$ cat src/rtl/alu_issue.sv
// Purpose: MIPS issue stage; decodes opcode/funct to ALU ctl and registers ctl/a/b behind a 2-entry skid buffer.
// Latency: 1 cycle from input accept to ctl/a/b; outputs come straight from flops.
// Backpressure: in_ready = !skid_full & !flush; ctl/a/b hold while out_valid & !out_ready. Optional: ALU_ISSUE_ILLEGAL_EN adds 'illegal'.
module alu_issue #(
    parameter int          DATA_W   = 32,
    parameter logic [3:0]  IDLE_CTL = 4'b0000
) (
    input  logic              clk,
    input  logic              rst_n,
    input  logic              flush,
    input  logic              in_valid,
    output logic              in_ready,
    input  logic [5:0]        opcode,
    input  logic [5:0]        funct,
    input  logic [DATA_W-1:0] rs_val,
    input  logic [DATA_W-1:0] rt_val,
    input  logic [15:0]       imm16,
    output logic              out_valid,
    input  logic              out_ready,
    output logic [3:0]        ctl,
    output logic [DATA_W-1:0] a,
    output logic [DATA_W-1:0] b
`ifdef ALU_ISSUE_ILLEGAL_EN
    ,
    output logic              illegal
`endif
);

    typedef struct packed {
        logic [3:0]        ctl;
        logic [DATA_W-1:0] a;
        logic [DATA_W-1:0] b;
`ifdef ALU_ISSUE_ILLEGAL_EN
        logic              ill;
`endif
    } entry_t;

    entry_t            main_dat;
    entry_t            skid_dat;
    entry_t            dec_dat;
    logic              main_vld;
    logic              skid_vld;
    logic              live;
    logic              known;
    logic              in_fire;
    logic              out_fire;
    logic [DATA_W-1:0] imm_sext;
    logic [DATA_W-1:0] imm_zext;

    assign imm_sext = {{(DATA_W-16){imm16[15]}}, imm16};
    assign imm_zext = {{(DATA_W-16){1'b0}}, imm16};

    // in_ready stays low until the first clock edge after reset release.
    assign in_ready  = live & ~skid_vld & ~flush;
    assign in_fire   = in_valid & in_ready;
    assign out_fire  = main_vld & out_ready;

    assign out_valid = main_vld;
    assign ctl       = main_dat.ctl;
    assign a         = main_dat.a;
    assign b         = main_dat.b;
`ifdef ALU_ISSUE_ILLEGAL_EN
    assign illegal   = main_dat.ill;
`endif

    // Decode opcode/funct into ALU control and select operand B.
    always_comb begin
        dec_dat     = '0;
        dec_dat.a   = rs_val;
        dec_dat.b   = rt_val;
        dec_dat.ctl = 4'b1111;
        known       = 1'b1;
        if (opcode == 6'b000000) begin
            case (funct)
                6'b100000, 6'b100001: dec_dat.ctl = 4'b0010;
                6'b100010, 6'b100011: dec_dat.ctl = 4'b0110;
                6'b100100:            dec_dat.ctl = 4'b0000;
                6'b100101:            dec_dat.ctl = 4'b0001;
                6'b100110:            dec_dat.ctl = 4'b1101;
                6'b100111:            dec_dat.ctl = 4'b1100;
                6'b101010:            dec_dat.ctl = 4'b0111;
                default:              known       = 1'b0;
            endcase
        end else begin
            case (opcode)
                6'b001000, 6'b001001, 6'b100011, 6'b101011: begin
                    dec_dat.ctl = 4'b0010;
                    dec_dat.b   = imm_sext;
                end
                6'b001010: begin
                    dec_dat.ctl = 4'b0111;
                    dec_dat.b   = imm_sext;
                end
                6'b001100: begin
                    dec_dat.ctl = 4'b0000;
                    dec_dat.b   = imm_zext;
                end
                6'b001101: begin
                    dec_dat.ctl = 4'b0001;
                    dec_dat.b   = imm_zext;
                end
                6'b001110: begin
                    dec_dat.ctl = 4'b1101;
                    dec_dat.b   = imm_zext;
                end
                // Branches subtract rs-rt so the ALU zero flag resolves them.
                6'b000100, 6'b000101: dec_dat.ctl = 4'b0110;
                default:              known       = 1'b0;
            endcase
        end
        // Undecodable instructions issue as ctl=1111 with rs/rt operands.
        if (!known) begin
            dec_dat.ctl = 4'b1111;
            dec_dat.b   = rt_val;
        end
`ifdef ALU_ISSUE_ILLEGAL_EN
        dec_dat.ill = ~known;
`endif
    end

    // Marks the first edge after reset release so in_ready can rise.
    always_ff @(posedge clk or negedge rst_n) begin
        if (!rst_n) begin
            live <= 1'b0;
        end else begin
            live <= 1'b1;
        end
    end

    // Main/skid registers: FIFO order, flush wins, idle ctl whenever main is empty.
    always_ff @(posedge clk or negedge rst_n) begin
        if (!rst_n) begin
            main_vld     <= 1'b0;
            skid_vld     <= 1'b0;
            main_dat     <= '0;
            main_dat.ctl <= IDLE_CTL;
            skid_dat     <= '0;
        end else if (flush) begin
            main_vld     <= 1'b0;
            skid_vld     <= 1'b0;
            main_dat     <= '0;
            main_dat.ctl <= IDLE_CTL;
        end else if (!main_vld) begin
            if (in_fire) begin
                main_vld <= 1'b1;
                main_dat <= dec_dat;
            end
        end else if (out_fire) begin
            if (skid_vld) begin
                main_dat <= skid_dat;
                skid_vld <= 1'b0;
            end else if (in_fire) begin
                main_dat <= dec_dat;
            end else begin
                main_vld     <= 1'b0;
                main_dat     <= '0;
                main_dat.ctl <= IDLE_CTL;
            end
        end else if (in_fire) begin
            skid_vld <= 1'b1;
            skid_dat <= dec_dat;
        end
    end

endmodule

$ cat config.mk
export PLATFORM = sky130hd
export DESIGN_NAME = alu_issue
export DESIGN_NICKNAME = d
export VERILOG_FILES = /design/src/rtl/alu_issue.sv
export SDC_FILE = /design/constraint.sdc
export NUM_CORES = 1
export LEC_CHECK = 0
export CAP_MARGIN = 20
export CORE_MARGIN = 8
export CORE_UTILIZATION = 35
export DETAILED_ROUTE_END_ITERATION = 12
export PLACE_DENSITY = 0.74
export RECOVER_POWER = 25
export SLEW_MARGIN = 20
export SYNTH_ARGS = -nofsm -noshare
export SYNTH_HDL_FRONTEND = slang
export SYNTH_SLANG_ARGS = --single-unit
$ cat constraint.sdc
create_clock -name clk -period 1.98 [get_ports clk]
set_input_delay 0.198 -clock clk [delete_from_list [all_inputs] [get_ports clk]]
set_output_delay 0.198 -clock clk [all_outputs]
set_load 0.03 [all_outputs]
After elaboration in Yosys (flattened, before gate mapping)
Index checks and enable logic that the tools add are counted.
{"block": "op_classes", "n_reduce_logical": 15, "n_bitwise": 7, "mux": 25, "eq_ne": 20}
{"op": "2-to-1 mux 68 bit", "count": 6}
{"op": "equality test 6 bit, second input constant", "count": 11}
{"op": "2-to-1 mux 32 bit", "count": 2}
{"op": "case mux 32 bit (2 select lines)", "count": 1}
{"op": "equality test 6 x 4 -> 1 bit, second input constant", "count": 6}
{"op": "case mux 4 bit (7 select lines)", "count": 1}
{"op": "case mux 4 bit (6 select lines)", "count": 1}
{"op": "equality test 6 x 3 -> 1 bit, second input constant", "count": 2}
{"op": "2-to-1 mux 1 bit", "count": 12}
{"op": "OR reduction 10 bit", "count": 1}
{"op": "OR reduction 9 bit", "count": 1}
{"op": "2-to-1 mux 4 bit", "count": 2}
{"op": "logical NOT 6 bit", "count": 1}
{"op": "nonzero test 3 bit", "count": 2}
{"op": "OR reduction 2 bit", "count": 3}
{"op": "OR reduction 5 bit", "count": 1}
{"op": "AND 1 bit", "count": 4}
{"op": "AND reduction 2 bit", "count": 2}
{"op": "AND reduction 4 bit", "count": 1}
{"op": "OR reduction 4 bit", "count": 1}
{"op": "!= test 3 x 2 -> 1 bit, second input constant", "count": 1}
{"op": "NOT 1 bit", "count": 3}
{"op": "OR reduction 3 bit", "count": 1}
{"op": "nonzero test 2 bit", "count": 1}
{"block": "word_totals", "output_inout_bits": 70, "reg_bits": 139, "in_bits": 97, "elab_cells": 76}

Depth between registers and ports, before layout
Gate-level depths: netlist of the first run.
{"block": "logic_depth", "ltp_word": 10, "mapped_depth": 8, "depth_no_buf": 5}

Worst setup path after synthesis of the first run
OpenSTA, ideal clock, no wires.
{"block": "synth_path", "path_type": "register to register", "start": "register main_vld, in the netlist out_valid", "end": "register main_dat (netlist bit b[26])", "t_arrival_ns": 1.752, "slack_ns": 0.093, "path_stages_with_launch": 7, "required_time_ns": 1.845, "path_cell_list": "dfrtp_1 buf_4 o31ai_1 o31ai_2 buf_4 a221oi_1 o22ai_1"}
{"block": "synth_via", "elab_chain_cells": 3, "elab_cells_between_ends": 6, "classes_between": "eq/ne: 1; mux: 2; bitwise: 1; reduce/logical: 2"}
{"element": "start, declared", "line_no": "41", "text": "logic main_vld;"}
{"element": "start signal, assigned", "line_no": "133", "text": "main_vld <= 1'b0;"}
{"element": "start signal, assigned", "line_no": "139", "text": "main_vld <= 1'b0;"}
{"element": "start signal, assigned", "line_no": "145", "text": "main_vld <= 1'b1;"}
{"element": "AND 1 bit", "line_no": "56", "text": "assign out_fire = main_vld & out_ready;"}
{"element": "!= test 3 x 2 -> 1 bit (no source line)"}
{"element": "AND reduction 2 bit (no source line)"}
{"element": "end signal, assigned", "line_no": "146", "text": "main_dat <= dec_dat;"}
{"element": "end signal, assigned", "line_no": "150", "text": "main_dat <= skid_dat;"}
{"element": "end signal, assigned", "line_no": "153", "text": "main_dat <= dec_dat;"}
{"element": "end, declared", "line_no": "38", "text": "entry_t main_dat;"}
Parallel ways exist; a longest one is shown, timed or not.
A chain may end at the register's enable or synchronous reset.

Worst setup path in the final report of the first run
{"block": "layout_path", "start": "input opcode[0]", "end": "register, netlist name ctl[3]"}
{"block": "layout_via", "elab_chain_cells": 10, "elab_cells_between_ends": 25, "classes_between": "eq/ne: 10; mux: 11; reduce/logical: 4"}
{"element": "start, declared", "line_no": "13", "text": "input logic [5:0] opcode,"}
{"element": "equality test 6 x 4 -> 1 bit (tied with other cells)", "line_no": "85", "text": "case (opcode)"}
{"element": "OR reduction 4 bit (tied with other cells)"}
{"element": "case mux 4 bit (6 select lines) / 2-to-1 mux 1 bit (equally long branches)", "line_no": "85"}
{"element": "2-to-1 mux 4 bit / 2-to-1 mux 1 bit (equally long branches)", "line_no": "73", "text": "if (opcode == 6'b000000) begin"}
{"element": "2-to-1 mux 4 bit (*)", "line_no": "112", "text": "if (!known) begin"}
{"element": "2-to-1 mux 68 bit", "line_no": "152", "text": "end else if (in_fire) begin"}
{"element": "2-to-1 mux 68 bit", "line_no": "149", "text": "if (skid_vld) begin"}
{"element": "2-to-1 mux 68 bit", "line_no": "148", "text": "end else if (out_fire) begin"}
{"element": "2-to-1 mux 68 bit (*)", "line_no": "143", "text": "end else if (!main_vld) begin"}
{"element": "2-to-1 mux 68 bit (*)", "line_no": "138", "text": "end else if (flush) begin"}
Every way passes the cells marked *; elsewhere a longest branch is shown, timed or not. The select of a mux whose other input is x is not followed.

==> run_results.csv, run 1 <==
group,metric,value,unit
global_routing,gr-total-overflow,0,
hold_path,hp-class,"in -> reg",
job,maxCapViolations,0,
timing,layout_setup_ws,218,ps
place,postPlaceCellArea,8530,um^2
cells_and_area,nNetsFinal,874,
setup_path,r2r_slack,230,ps
detailed_routing,routedWlPerCell,17.7,um
cells_and_area,layout_commonest_cell,"clkdlybuf4s50_1",
synthesis,synth_top_area_share,55.5,%
setup_path,cp.depth,6,
timing,holdWs,438,ps
synthesis,yosys.area.top_type,"dfrtp_1",
setup_path,crit_required,2270,ps
synthesis,synthFlopType,"dfrtp_1",
pwr,powerDensity,931,nW/um^2
floorplanning,die_width,150,um
timing,relSlewSlack,29.3,%
timing,drv_slew,0,
floorplanning,fp-row-count,49,
pwr,clockPowerShare,37.6,%
place,dp_slack,-336,ps
setup_path,timing.rr.start,"out_valid$_DFF_PN0_",
place,numPortBuffers,166,
floorplanning,start_util,35.2,%
global_routing,grt_pass1_wl,29.6,mm
setup_path,cp-end-kind,"register",
synthesis,synthCells,588,
timing,fin_crit,1760,ps
synthesis,seq_area_frac_synth,55.5,%
global_routing,use_met2,26.5,%
cells_and_area,fill_cells,1584,
place,gp_congestion,0.786,
clocking,clk_latency,410,ps
timing,clock_skew,4.80,ps
cells_and_area,area_growth,46.0,%
clocking,cts_buffers,17,
clocking,cts_max_level,4,
setup_path,reg2regPathDepth,6,
detailed_routing,finalWirelength,18.0,mm
global_routing,grt.met3_usage,5.53,%
clocking,clock-sinks,139,
detailed_routing,ant_nets,0,
global_routing,antenna_found_initial,0,
synthesis,synthArstFlopShare,100,%
setup_path,crit_buf_inv,1,
global_routing,top_usage_layer,"met2",
setup_path,startpoint,"opcode[0]",
clocking,clk_pin_slew_worst_paths,60,ps
setup_path,crit_end,"ctl[3]$_DFFE_PN0P_",
pwr,power.leakage,4.10,nW
setup_path,max_stage_delay,570,ps
floorplanning,ios,167,
global_routing,grt_pass1_vias,5576,
synthesis,syn_area,6260,um^2
place,post-dp-hpwl,12.7,mm
cells_and_area,n_antenna_cell,0,
clocking,clock_path_buffers,2,
detailed_routing,drt-pass1-iter-count,5,
setup_path,slowest_stage,"clkdlybuf4s50_1",
floorplanning,die_h,150,um
place,dpl.cell_count,986,
setup_path,cp_top_family,"compound AO/OA/AOI/OAI gates",
timing,max_freq,0.568,GHz
detailed_routing,drc,0,
pwr,p_switching,2.33,mW
timing,rsz0062_at_grt,"no",
global_routing,grt_max_degree,53,
synthesis,synth_area_per_cell,10.7,um^2
clocking,cts_tree,"built",
timing,finalCritPeriodShare,89.0,%
synthesis,yosys_register_bits,139,
cells_and_area,drive_gt1_share,15.3,%
pwr,p_comb_share,21.3,%
setup_path,crit_path_start_kind,"input port",
cells_and_area,regArea,3480,um^2
global_routing,grtUsageMet1,20.7,%
pwr,irDropWorstVdd,0.585,mV
setup_path,path_max_fanout,6,
synthesis,syn-num-nets,685,
setup_path,path_class,"in -> reg",
pwr,p_seq_share,41.1,%
pwr,intPower,6.19,mW
setup_path,crit_chain,"clkdlybuf4s50_1, nand4b_1, a21boi_0, a221oi_1, a211oi_1, a221o_1",
synthesis,synth_edf_count,0,
clocking,post_cts.repair.setup_buffers,0,
cells_and_area,most-common-layout-cells,"clkdlybuf4s50_1 (163), dfrtp_1 (139), nor2_1 (88)",
outcome,status,"complete, no violations",
synthesis,yosysUniqueCellTypes,46,
timing,worstMarginPinSlew,1060,ps
clocking,cts_root_buf,"clkbuf_16",
detailed_routing,viasPerCell,5.25,
floorplanning,die_area,22400,um^2
cells_and_area,multi_input_area,2580,um^2
cells_and_area,fin_util,51.4,%
timing,hold_viol_final,0,
synthesis,ys_top_cells_by_area,"dfrtp_1 (56%), a221oi_1 (7.0%), nor2_1 (5.3%)",
detailed_routing,drt_iter0_markers,281,
cells_and_area,layout.cells.non_filler,1018,
timing,setup_viol,0,
global_routing,grt_usage,16.5,%
floorplanning,core-area,17800,um^2
setup_path,worstPathArrival,2050,ps
pwr,switching_share,27.3,%
cells_and_area,finalInstanceArea,9140,um^2
setup_path,rr_endpoint,"b[7]$_DFFE_PN0P_",
synthesis,yosysWarnings,0,
detailed_routing,dr_total_vias,5342,
timing repair:
action,4_1_cts,5_1_grt
hold buffers,1,0
endpoints found under the setup margin,1,2
gates cloned,0,0
pin swaps,0,0
hold endpoints to repair,37,0
resized for setup,1,1
cells by family after synthesis:
| family | Yosys count | synth area share, % |
|---|---|---|
| buf+inv | 48 | 3.82 |
| xor+xnor | 1 | 0.140 |
| other cells | 1 | 0.0599 |
| simple gates | 172 | 11.9 |
| flops | 139 | 55.5 |
| compound gates | 177 | 18.7 |
| mux | 50 | 9.85 |
metal layers:
| metal | share of wire [%] | vias to the layer above |
|---|---|---|
| met4 | 1.3 | 0 |
| met5 | 0 | - |
| li1 | - | 2525 |
| met2 | 47 | 176 |
| met1 | 44 | 2625 |
| met3 | 7.8 | 16 |
worst min path at each step:
| stage | slack, ps | to | startpoint | cells past startpoint |
|---|---|---|---|---|
| final | 440 | skid_dat[55]$_DFFE_PN0P_ | rs_val[23] | 2 |
| after floorplan | -100 | a[0]$_DFFE_PN0P_ | rst_n | 0 |
| after detailed placement | 130 | skid_dat[59]$_DFFE_PN0P_ | rst_n | 1 |
| after global placement | 130 | skid_dat[59]$_DFFE_PN0P_ | rst_n | 1 |
| after CTS | 270 | skid_dat[59]$_DFFE_PN0P_ | rst_n | 2 |
| after global routing | 420 | skid_dat[55]$_DFFE_PN0P_ | rs_val[23] | 2 |
final cells by class:
| class | count | share of cell area, % |
|---|---|---|
| clock buffer | 25 | 5.64 |
| inverter | 5 | 0.205 |
| tap | 229 | 3.13 |
| sequential | 139 | 38.0 |
| clock inverter | 6 | 0.917 |
| timing repair buffer | 213 | 23.9 |
| multi-input combinational | 401 | 28.2 |
state kept, by name, summed over array words and instances, names as in the netlist:
register and cells:
skid_dat 68, a 32, b 32, ctl 4, live 1, out_valid 1
skid_vld 1
power groups by stage:
| stage | clock [mW] | sequential [mW] | combinational [mW] |
|---|---|---|---|
| floorplan | 0 | 3.83 | 0.608 |
| global placement | 0 | 3.52 | 1.80 |
| detailed placement | 0 | 3.54 | 1.83 |
| CTS | 3.26 | 3.49 | 1.84 |
| global route | 3.43 | 3.55 | 1.97 |
| finish | 3.20 | 3.50 | 1.82 |
metrics by stage:
stage | TNS (ps) | total power [mW]
4_1_cts | 0 | 8.60
3_3_place_gp | -4140 | 5.32
6_report | 0 | 8.51
2_1_floorplan | 0 | 4.44
3_5_place_dp | -6640 | 5.37
5_1_grt | 0 | 8.94
synthesized netlist by cell type (2+ instances only):
master      n
mux2_2     13
a21oi_2     2
buf_2       6
o21ai_0    51
dfrtp_1   139
a21o_1      2
a21oi_1    37
nor2_1     88
o31ai_1     3
a211oi_1    2
a221o_1     2
nand2b_1    4
a221oi_1   50
mux2_4     20
buf_4       3
buf_12      2
a31oi_1     2
nand2_1    47
o22ai_1    16
clkbuf_1   31
inv_1       5
nor3_1      2
nand3_1     4
a21boi_0    2
mux2i_1    17
and3_1     18
Note: power is estimated with default switching activity, not from simulation.
==> run 2, diff against run 1 <==
SETUP_SLACK_MARGIN = 0.05   (was default)
==> run 2 against run 1 <==
Net effect: wire length is 0.28% higher; sequential cell count stayed put; sequential share of layout area hardly changed; setup slack better by 1.1 ps; first-iteration DRC count is 3.2% lower; count of clock-buffer cells in the layout stayed put; critical path type unchanged; register-to-register slack better by 30 ps; sequential power hardly changed; highest routed layer unchanged; via count is 0.19% higher; largest power group unchanged; clock skew is 0.51 ps higher; die area stayed put; largest cell class unchanged.
==> run_results.csv, run 2 (same netlist as run 1, synthesis figures left out) <==
group,metric,value,unit
place,gp_congestion,0.786,
cells_and_area,n_antenna_cell,0,
cells_and_area,layout_commonest_cell,"clkdlybuf4s50_1",
detailed_routing,viasPerCell,5.26,
clocking,clk_latency,410,ps
setup_path,timing.rr.start,"skid_vld$_DFFE_PN0P_",
setup_path,startpoint,"opcode[0]",
job,maxCapViolations,0,
timing,rsz0062_at_grt,"no",
detailed_routing,drt_iter0_markers,272,
global_routing,grt_pass1_vias,5576,
timing,hold_viol_final,0,
setup_path,worstPathArrival,2050,ps
detailed_routing,routedWlPerCell,17.7,um
global_routing,gr-total-overflow,0,
detailed_routing,ant_nets,0,
timing,clock_skew,5.32,ps
cells_and_area,most-common-layout-cells,"clkdlybuf4s50_1 (163), dfrtp_1 (138), nor2_1 (88)",
timing,drv_slew,0,
timing,fin_crit,1760,ps
cells_and_area,layout.cells.non_filler,1018,
timing,finalCritPeriodShare,88.9,%
clocking,clock_path_buffers,2,
detailed_routing,drc,0,
floorplanning,core-area,17800,um^2
floorplanning,die_width,150,um
outcome,status,"complete, no violations",
clocking,clk_pin_slew_worst_paths,60,ps
setup_path,cp-end-kind,"register",
global_routing,antenna_found_initial,0,
clocking,cts_buffers,17,
hold_path,hp-class,"in -> reg",
pwr,power.leakage,4.10,nW
floorplanning,ios,167,
clocking,cts_max_level,4,
cells_and_area,nNetsFinal,874,
setup_path,path_max_fanout,6,
clocking,cts_root_buf,"clkbuf_16",
detailed_routing,drt-pass1-iter-count,5,
global_routing,grt_max_degree,53,
clocking,clock-sinks,139,
floorplanning,start_util,35.2,%
detailed_routing,dr_total_vias,5352,
hold_path,min-delay-start,"rs_val[23]",
setup_path,crit_path_start_kind,"input port",
detailed_routing,finalWirelength,18.1,mm
cells_and_area,regMostFlops,"skid_dat",
global_routing,grt_pass1_wl,29.6,mm
timing,relSlewSlack,29.3,%
cells_and_area,area_growth,46.0,%
cells_and_area,drive_gt1_share,15.6,%
clocking,cts_tree,"built",
place,postPlaceCellArea,8530,um^2
timing,max_freq,0.568,GHz
cells_and_area,largest_reg_flops,68,
timing,holdWs,439,ps
timing,fin_setup_tns,0,ps
place,numPortBuffers,166,
place,dpl.cell_count,986,
setup_path,crit_required,2270,ps
timing,setup_viol,0,
setup_path,path_class,"in -> reg",
pwr,powerDensity,931,nW/um^2
floorplanning,die_area,22400,um^2
pwr,irDropWorstVdd,0.587,mV
timing,worstMarginPinSlew,1060,ps
global_routing,grt_usage,16.5,%
floorplanning,fp-row-count,49,
floorplanning,die_h,150,um
place,post-dp-hpwl,12.7,mm
cells_and_area,finalInstanceArea,9150,um^2
[run 2: cell types whose count changed in the layout (fill, tap and decap cells not counted)]
cell	previous run	this run
a21oi_2	1	2
dfrtp_2	0	1
a21oi_1	37	36
dfrtp_1	139	138
[run 2: cell type report]
cell class                 instances  area [um^2]
clock inverter                     6         83.8
fill                            1582         8630
timing repair buffer             213         2180
inverter                           5         18.8
multi-input combinational        401         2580
sequential                       139         3480
clock buffer                      25          515
tap                              229          287
[run 2: critical path, cell delays in order]
cell             delay (ps)
clkdlybuf4s50_1         570
nand4b_1                190
a21boi_0                200
a221oi_1                500
a211oi_1                130
a221o_1                 270
[run 2: final timing paths]
| path | slack (ps) | cells past startpoint | to |
|---|---|---|---|
| max | 220 | 6 | ctl[3]$_DFFE_PN0P_ |
| min in group asynchronous | 510 | 2 | skid_dat[59]$_DFFE_PN0P_ |
| min reg2reg | 470 | 2 | skid_dat[11]$_DFFE_PN0P_ |
| max in group asynchronous | 620 | 3 | out_valid$_DFF_PN0_ |
| max reg2reg | 260 | 5 | skid_dat[37]$_DFFE_PN0P_ |
| min | 440 | 2 | skid_dat[55]$_DFFE_PN0P_ |
[run 2: stage by stage]
step	util (%)	total power, mW	setup slack [ps]
3_5_place_dp	48.0	5.37	-336
5_1_grt	51.4	8.94	94.7
4_1_cts	51.5	8.60	228
6_report	51.4	8.51	219
3_3_place_gp	48.0	5.32	-243
2_1_floorplan	-	4.44	92.8
[run 2: report_power, final]
part | switching (mW) | leakage, nW | internal [mW]
combinational | 0.940 | 2.01 | 0.877
sequential | 0.234 | 1.79 | 3.26
clock | 1.15 | 0.299 | 2.05
[run 2: what timing repair did]
item,CTS,global route
hold endpoints to repair,37,0
endpoints found under the setup margin,2,5
gates resized for setup,2,2
hold buffers,1,0
pin swaps,0,0
setup buffers,0,0
[run 2: metal layers]
metal	up-vias	global-route usage, %	share of wire (%)
met1	2627	20.7	43
li1	2527	-	-
met2	182	26.5	47
met5	-	0	0
met4	0	5.25	1.4
met3	16	5.53	8.3
==> run 3, diff against run 2 <==
CTS_CLUSTER_SIZE = 14   (was default)
==> results of run 3 <==
Same layout as run 2: the final DEF is identical, and so are final timing and power.
